### src/rtl/debounce_bank.sv
// Multi-channel button conditioner: 2-flop synchroniser, shared sample tick,
// consecutive-sample stability filter, edge pulses and per-channel auto-repeat.
module debounce_bank #(
    parameter int N_CH         = 9,
    parameter int TICK_DIV     = 3000000,
    parameter int STABLE_N     = 4,
    parameter int REPEAT_DELAY = 15,
    parameter int REPEAT_RATE  = 5
) (
    input  logic            clk,
    input  logic            btn_reset,
    input  logic [N_CH-1:0] raw_in,
    input  logic [N_CH-1:0] repeat_en,
    output logic [N_CH-1:0] level_out,
    output logic [N_CH-1:0] rise_pulse,
    output logic [N_CH-1:0] fall_pulse,
    output logic [N_CH-1:0] press_pulse,
    output logic            tick
);

    localparam int TW = $clog2(TICK_DIV);
    localparam int SW = (STABLE_N > 1) ? $clog2(STABLE_N) : 1;
    localparam int RW = $clog2(REPEAT_DELAY + 1);

    localparam logic [TW-1:0] TICK_LAST  = TW'(TICK_DIV - 1);
    localparam logic [SW-1:0] STAB_LAST  = SW'(STABLE_N - 1);
    localparam logic [RW-1:0] REP_LAST   = RW'(REPEAT_DELAY - 1);
    localparam logic [RW-1:0] REP_RELOAD = RW'(REPEAT_DELAY - REPEAT_RATE);

    logic [N_CH-1:0] sync1_q, sync1_d;
    logic [N_CH-1:0] sync2_q, sync2_d;
    logic [TW-1:0]   tick_cnt_q, tick_cnt_d;
    logic            tick_q, tick_d;

    always_comb begin
        sync1_d    = raw_in;
        sync2_d    = sync1_q;
        tick_cnt_d = (tick_cnt_q == TICK_LAST) ? '0 : tick_cnt_q + TW'(1);
        // tick_q is high exactly while the counter sits at its last value
        tick_d     = (tick_cnt_d == TICK_LAST);
    end

    always_ff @(posedge clk or posedge btn_reset) begin
        if (btn_reset) begin
            sync1_q    <= '0;
            sync2_q    <= '0;
            tick_cnt_q <= '0;
            tick_q     <= 1'b0;
        end else begin
            sync1_q    <= sync1_d;
            sync2_q    <= sync2_d;
            tick_cnt_q <= tick_cnt_d;
            tick_q     <= tick_d;
        end
    end

    assign tick = tick_q;

    for (genvar gi = 0; gi < N_CH; gi++) begin : g_ch
        logic [SW-1:0] stab_cnt_q, stab_cnt_d;
        logic [RW-1:0] rep_cnt_q, rep_cnt_d;
        logic          level_q, level_d;
        logic          rise_q, rise_d;
        logic          fall_q, fall_d;
        logic          press_q, press_d;
        logic          flip;
        logic          rep_evt;

        always_comb begin
            stab_cnt_d = stab_cnt_q;
            level_d    = level_q;
            flip       = 1'b0;
            if (tick_q) begin
                if (sync2_q[gi] == level_q) begin
                    stab_cnt_d = '0;
                end else if (stab_cnt_q == STAB_LAST) begin
                    flip       = 1'b1;
                    level_d    = sync2_q[gi];
                    stab_cnt_d = '0;
                end else begin
                    stab_cnt_d = stab_cnt_q + SW'(1);
                end
            end

            rep_cnt_d = rep_cnt_q;
            rep_evt   = 1'b0;
            if (!level_q || !repeat_en[gi]) begin
                rep_cnt_d = '0;
            end else if (tick_q) begin
                // A release tick must not also fire a repeat
                if (flip) begin
                    rep_cnt_d = '0;
                end else if (rep_cnt_q == REP_LAST) begin
                    rep_evt   = 1'b1;
                    rep_cnt_d = REP_RELOAD;
                end else begin
                    rep_cnt_d = rep_cnt_q + RW'(1);
                end
            end

            rise_d  = flip & ~level_q;
            fall_d  = flip & level_q;
            press_d = rise_d | rep_evt;
        end

        always_ff @(posedge clk or posedge btn_reset) begin
            if (btn_reset) begin
                stab_cnt_q <= '0;
                rep_cnt_q  <= '0;
                level_q    <= 1'b0;
                rise_q     <= 1'b0;
                fall_q     <= 1'b0;
                press_q    <= 1'b0;
            end else begin
                stab_cnt_q <= stab_cnt_d;
                rep_cnt_q  <= rep_cnt_d;
                level_q    <= level_d;
                rise_q     <= rise_d;
                fall_q     <= fall_d;
                press_q    <= press_d;
            end
        end

        assign level_out[gi]   = level_q;
        assign rise_pulse[gi]  = rise_q;
        assign fall_pulse[gi]  = fall_q;
        assign press_pulse[gi] = press_q;
    end

endmodule

### config.mk
export PLATFORM = sky130hd
export DESIGN_NAME = debounce_bank
export DESIGN_NICKNAME = d
export VERILOG_FILES = /design/src/rtl/debounce_bank.sv
export SDC_FILE = /design/constraint.sdc
export NUM_CORES = 1
export LEC_CHECK = 0
export ABC_AREA = 1
export BUFFER_PORTS_ARGS = -buffer_cell sky130_fd_sc_hd__buf_4
export CORE_ASPECT_RATIO = 0.6
export CORE_MARGIN = 3
export CORE_UTILIZATION = 45
export CTS_BUF_LIST = sky130_fd_sc_hd__clkbuf_8 sky130_fd_sc_hd__clkbuf_16
export DETAILED_ROUTE_END_ITERATION = 8
export MAX_ROUTING_LAYER = met4
export PLACE_DENSITY = 0.6
export REMOVE_ABC_BUFFERS = 1
export SETUP_SLACK_MARGIN = 0.5
export SYNTH_ARGS = -nofsm -noshare
export SYNTH_HDL_FRONTEND = slang
export SYNTH_SLANG_ARGS = --single-unit
### constraint.sdc
create_clock -name clk -period 13 [get_ports clk]
set_clock_uncertainty 0.15 [all_clocks]
set_input_delay 2.6 -clock clk [delete_from_list [all_inputs] [get_ports clk]]
set_output_delay 2.6 -clock clk [all_outputs]
set_load 0.1 [all_outputs]
==> metrics.cfg <==
[clocking]
postCtsSetupRepairBufs = 0
htree_levels = 4
clockBufferDepth = 2
cts_sinks = 131
clock_latency_ns = 0.41
clkSlewWorstSetupHoldPaths_ns = 0.06
cts_hold_buf = 0
cts_tree = done
cts_resized = 0
cts-root-buf = clkbuf_16
numCtsBuffers = 17

[final_layout]
drive_gt1_share_pct = 12.7
final_common_cell = nand2_1
final_cells = 988
final_cell_mix = nand2_1 (178), dfrtp_1 (131), inv_1 (120)
fillCellCount = 1303
nets = 832
syn_to_final_growth_pct = 15.8
diodes = 0

[synthesis]
synth-seq-cells = 131
synth_edf_count = 0
async_flop_share_pct = 100
ys_types = 31
syn_inst = 749
yosys_warnings = 0
syn_area_um2 = 6410
syn_area_per_cell_um2 = 8.56
yosysSeqAreaShare_pct = 51.1
synth_ff_type = dfrtp_1

[setup_path]
worst-path-max-fanout = 6
arrival_ns = 1.21
crit_chain = buf_4
critical_path_class = flip-flop to output pin
start_kind = flip-flop
max_stage_delay_ns = 0.46
critPathSlowestCell = dfrtp_1
path_buf_inv = 1
crit_required_ns = 10.25
end_kind = output pin
crit_family = flip-flops
r2r_slack_ns = 10.86

[worst_hold_path]
hold_path.class = flip-flop to flip-flop

[power]
power.share.switching_pct = 20.8
p_comb_share_pct = 1.5
p_clk_share_pct = 54.3
cell_internal_pwr_w = 0.000738
power_leakage_nw = 3.89
power.switching_w = 0.000194
p_seq_share_pct = 44.2
irDropWorstVdd_uv = 69.7
p_per_area_nw_per_um2 = 126

[global_route]
grt_pass1_wl_mm = 22.3
grt_use_total_pct = 18.1
antenna_found_initial = 0
grt_pass1_vias = 4612
grt_max_degree = 71
grt-ovfl-total = 0

[status]
outcome = finished clean

[routing]
ant_nets = 0
drc = 0
drt_iter0_markers = 386
num_vias = 4766
vias_per_cell = 4.82
routedWlPerCell_um = 13.3
routed_wl_mm = 13.2
firstDrtPassIters = 5

[sta]
tns_ns = 0
finalSetupViolations = 0
final_hold_viol_count = 0
slew_headroom_pct = 42.1
drv_slew = 0
period_share_pct = 30.4
tightest_slew_ns = 0.869
max_freq_ghz = 0.253
grt_setup_unrepaired = no
fin_crit_ns = 3.96

[floorplanning]
core_area_um2 = 13800
ioPinCount = 57
die_w_um = 160
start_util_pct = 46.5
dieArea_um2 = 15800
fp.dieH_um = 98.4
rows = 33

[placement]
place_hpwl_mm = 9.52
placedCellCount = 956
portBuffers = 56
place.gp.congestion = 0.885

[run]
drv_cap = 0

layer usage:
metal | global-route usage, % | wire [µm] | vias up
met3 | 4.33 | 712 | 11
met2 | 24.1 | 5290 | 116
li1 | - | - | 2422
met4 | 5.80 | 89 | 0
met5 | - | 0 | -
met1 | 27.1 | 7060 | 2217
worst paths after layout:
path | startpoint | to | depth (start not counted)
worst max-delay path | g_ch[8].level_q | level_out[8] | 1
worst min-delay path | sync1_q[0] | sync2_q[0] | 0
worst max register to register | tick_cnt_q[0] | tick | 10
worst min register to register | sync1_q[0] | sync2_q[0] | 0
max in group asynchronous | btn_reset | g_ch[6].level_q | 3
min in group asynchronous | btn_reset | sync2_q[8] | 2
cells by family after synthesis:
logic type | share of synthesized area, %
compound gates | 7.34
flops | 51.1
simple gates | 21.7
fa+ha+maj | 5.66
buf+inv | 11.8
xor+xnor | 2.30
power groups by stage:
stage	sequential (W)	combinational (W)	clock [W]
floorplan	0.000419	0.00000705	0
global placement	0.000419	0.0000146	0
detailed placement	0.000419	0.0000148	0
CTS	0.000412	0.0000148	0.000517
global route	0.000412	0.0000164	0.000539
finish	0.000412	0.0000140	0.000506
synthesized netlist by cell type (all sizes together) (2+ instances only):
master / instances / area (µm²)
xnor2: 4 / 42.6
ha: 29 / 363
o21bai: 4 / 30.0
nor3: 2 / 10.0
nor2: 58 / 235
buf: 40 / 289
a21oi: 22 / 110
o22ai: 20 / 125
inv: 120 / 450
o31ai: 9 / 67.6
nand3: 71 / 365
o21ai: 22 / 110
clkbuf: 4 / 15.0
a31oi: 2 / 12.5
o21a: 2 / 15.0
dfrtp: 131 / 3280
nand2: 182 / 693
nor4: 9 / 56.3
nand4: 3 / 18.8
xor2: 12 / 105
stage by stage:
stage	setup WS (ns)	util [%]	cell area (µm²)	power (W)	hold WS [ns]
after floorplan	6.75	-	6110	0.000426	0.181
after global placement	8.64	49.2	6790	0.000434	0.183
after detailed placement	8.59	49.2	6790	0.000434	0.187
after CTS	9.02	53.8	7420	0.000943	0.200
after global routing	8.83	53.8	7420	0.000967	0.204
final	9.04	53.8	7420	0.000932	0.199
registers in the layout, summed over array words and instances, names as in the netlist:
name	flops
g_ch.stab_cnt_q	18
sync1_q	9
tick_cnt_q	22
g_ch.rise_q	9
g_ch.rep_cnt_q	36
sync2_q	9
g_ch.press_q	9
tick	1
g_ch.fall_q	9
g_ch.level_q	9
area by class of cell:
class | count | area [µm²] | share of cell area (%)
well taps | 192 | 240 | 3.24
clock buffers | 17 | 425 | 5.73
repair buffers | 59 | 443 | 5.97
clock inverters | 15 | 205 | 2.76
multi-input cells | 453 | 2370 | 32.0
flip-flops and latches | 131 | 3280 | 44.2
inverters | 121 | 457 | 6.15
worst reg2reg max path, stage by stage, from the launching register on:
cell,delay (ns)
dfrtp_1,0.42
ha_1,0.25
nand3_1,0.23
nor2_1,0.10
nand3_2,0.22
nand2_1,0.12
nor2_1,0.10
nand3_1,0.08
nor2_1,0.18
nand2_1,0.08
nor2_1,0.15
Note: power is estimated with default switching activity, not from simulation.
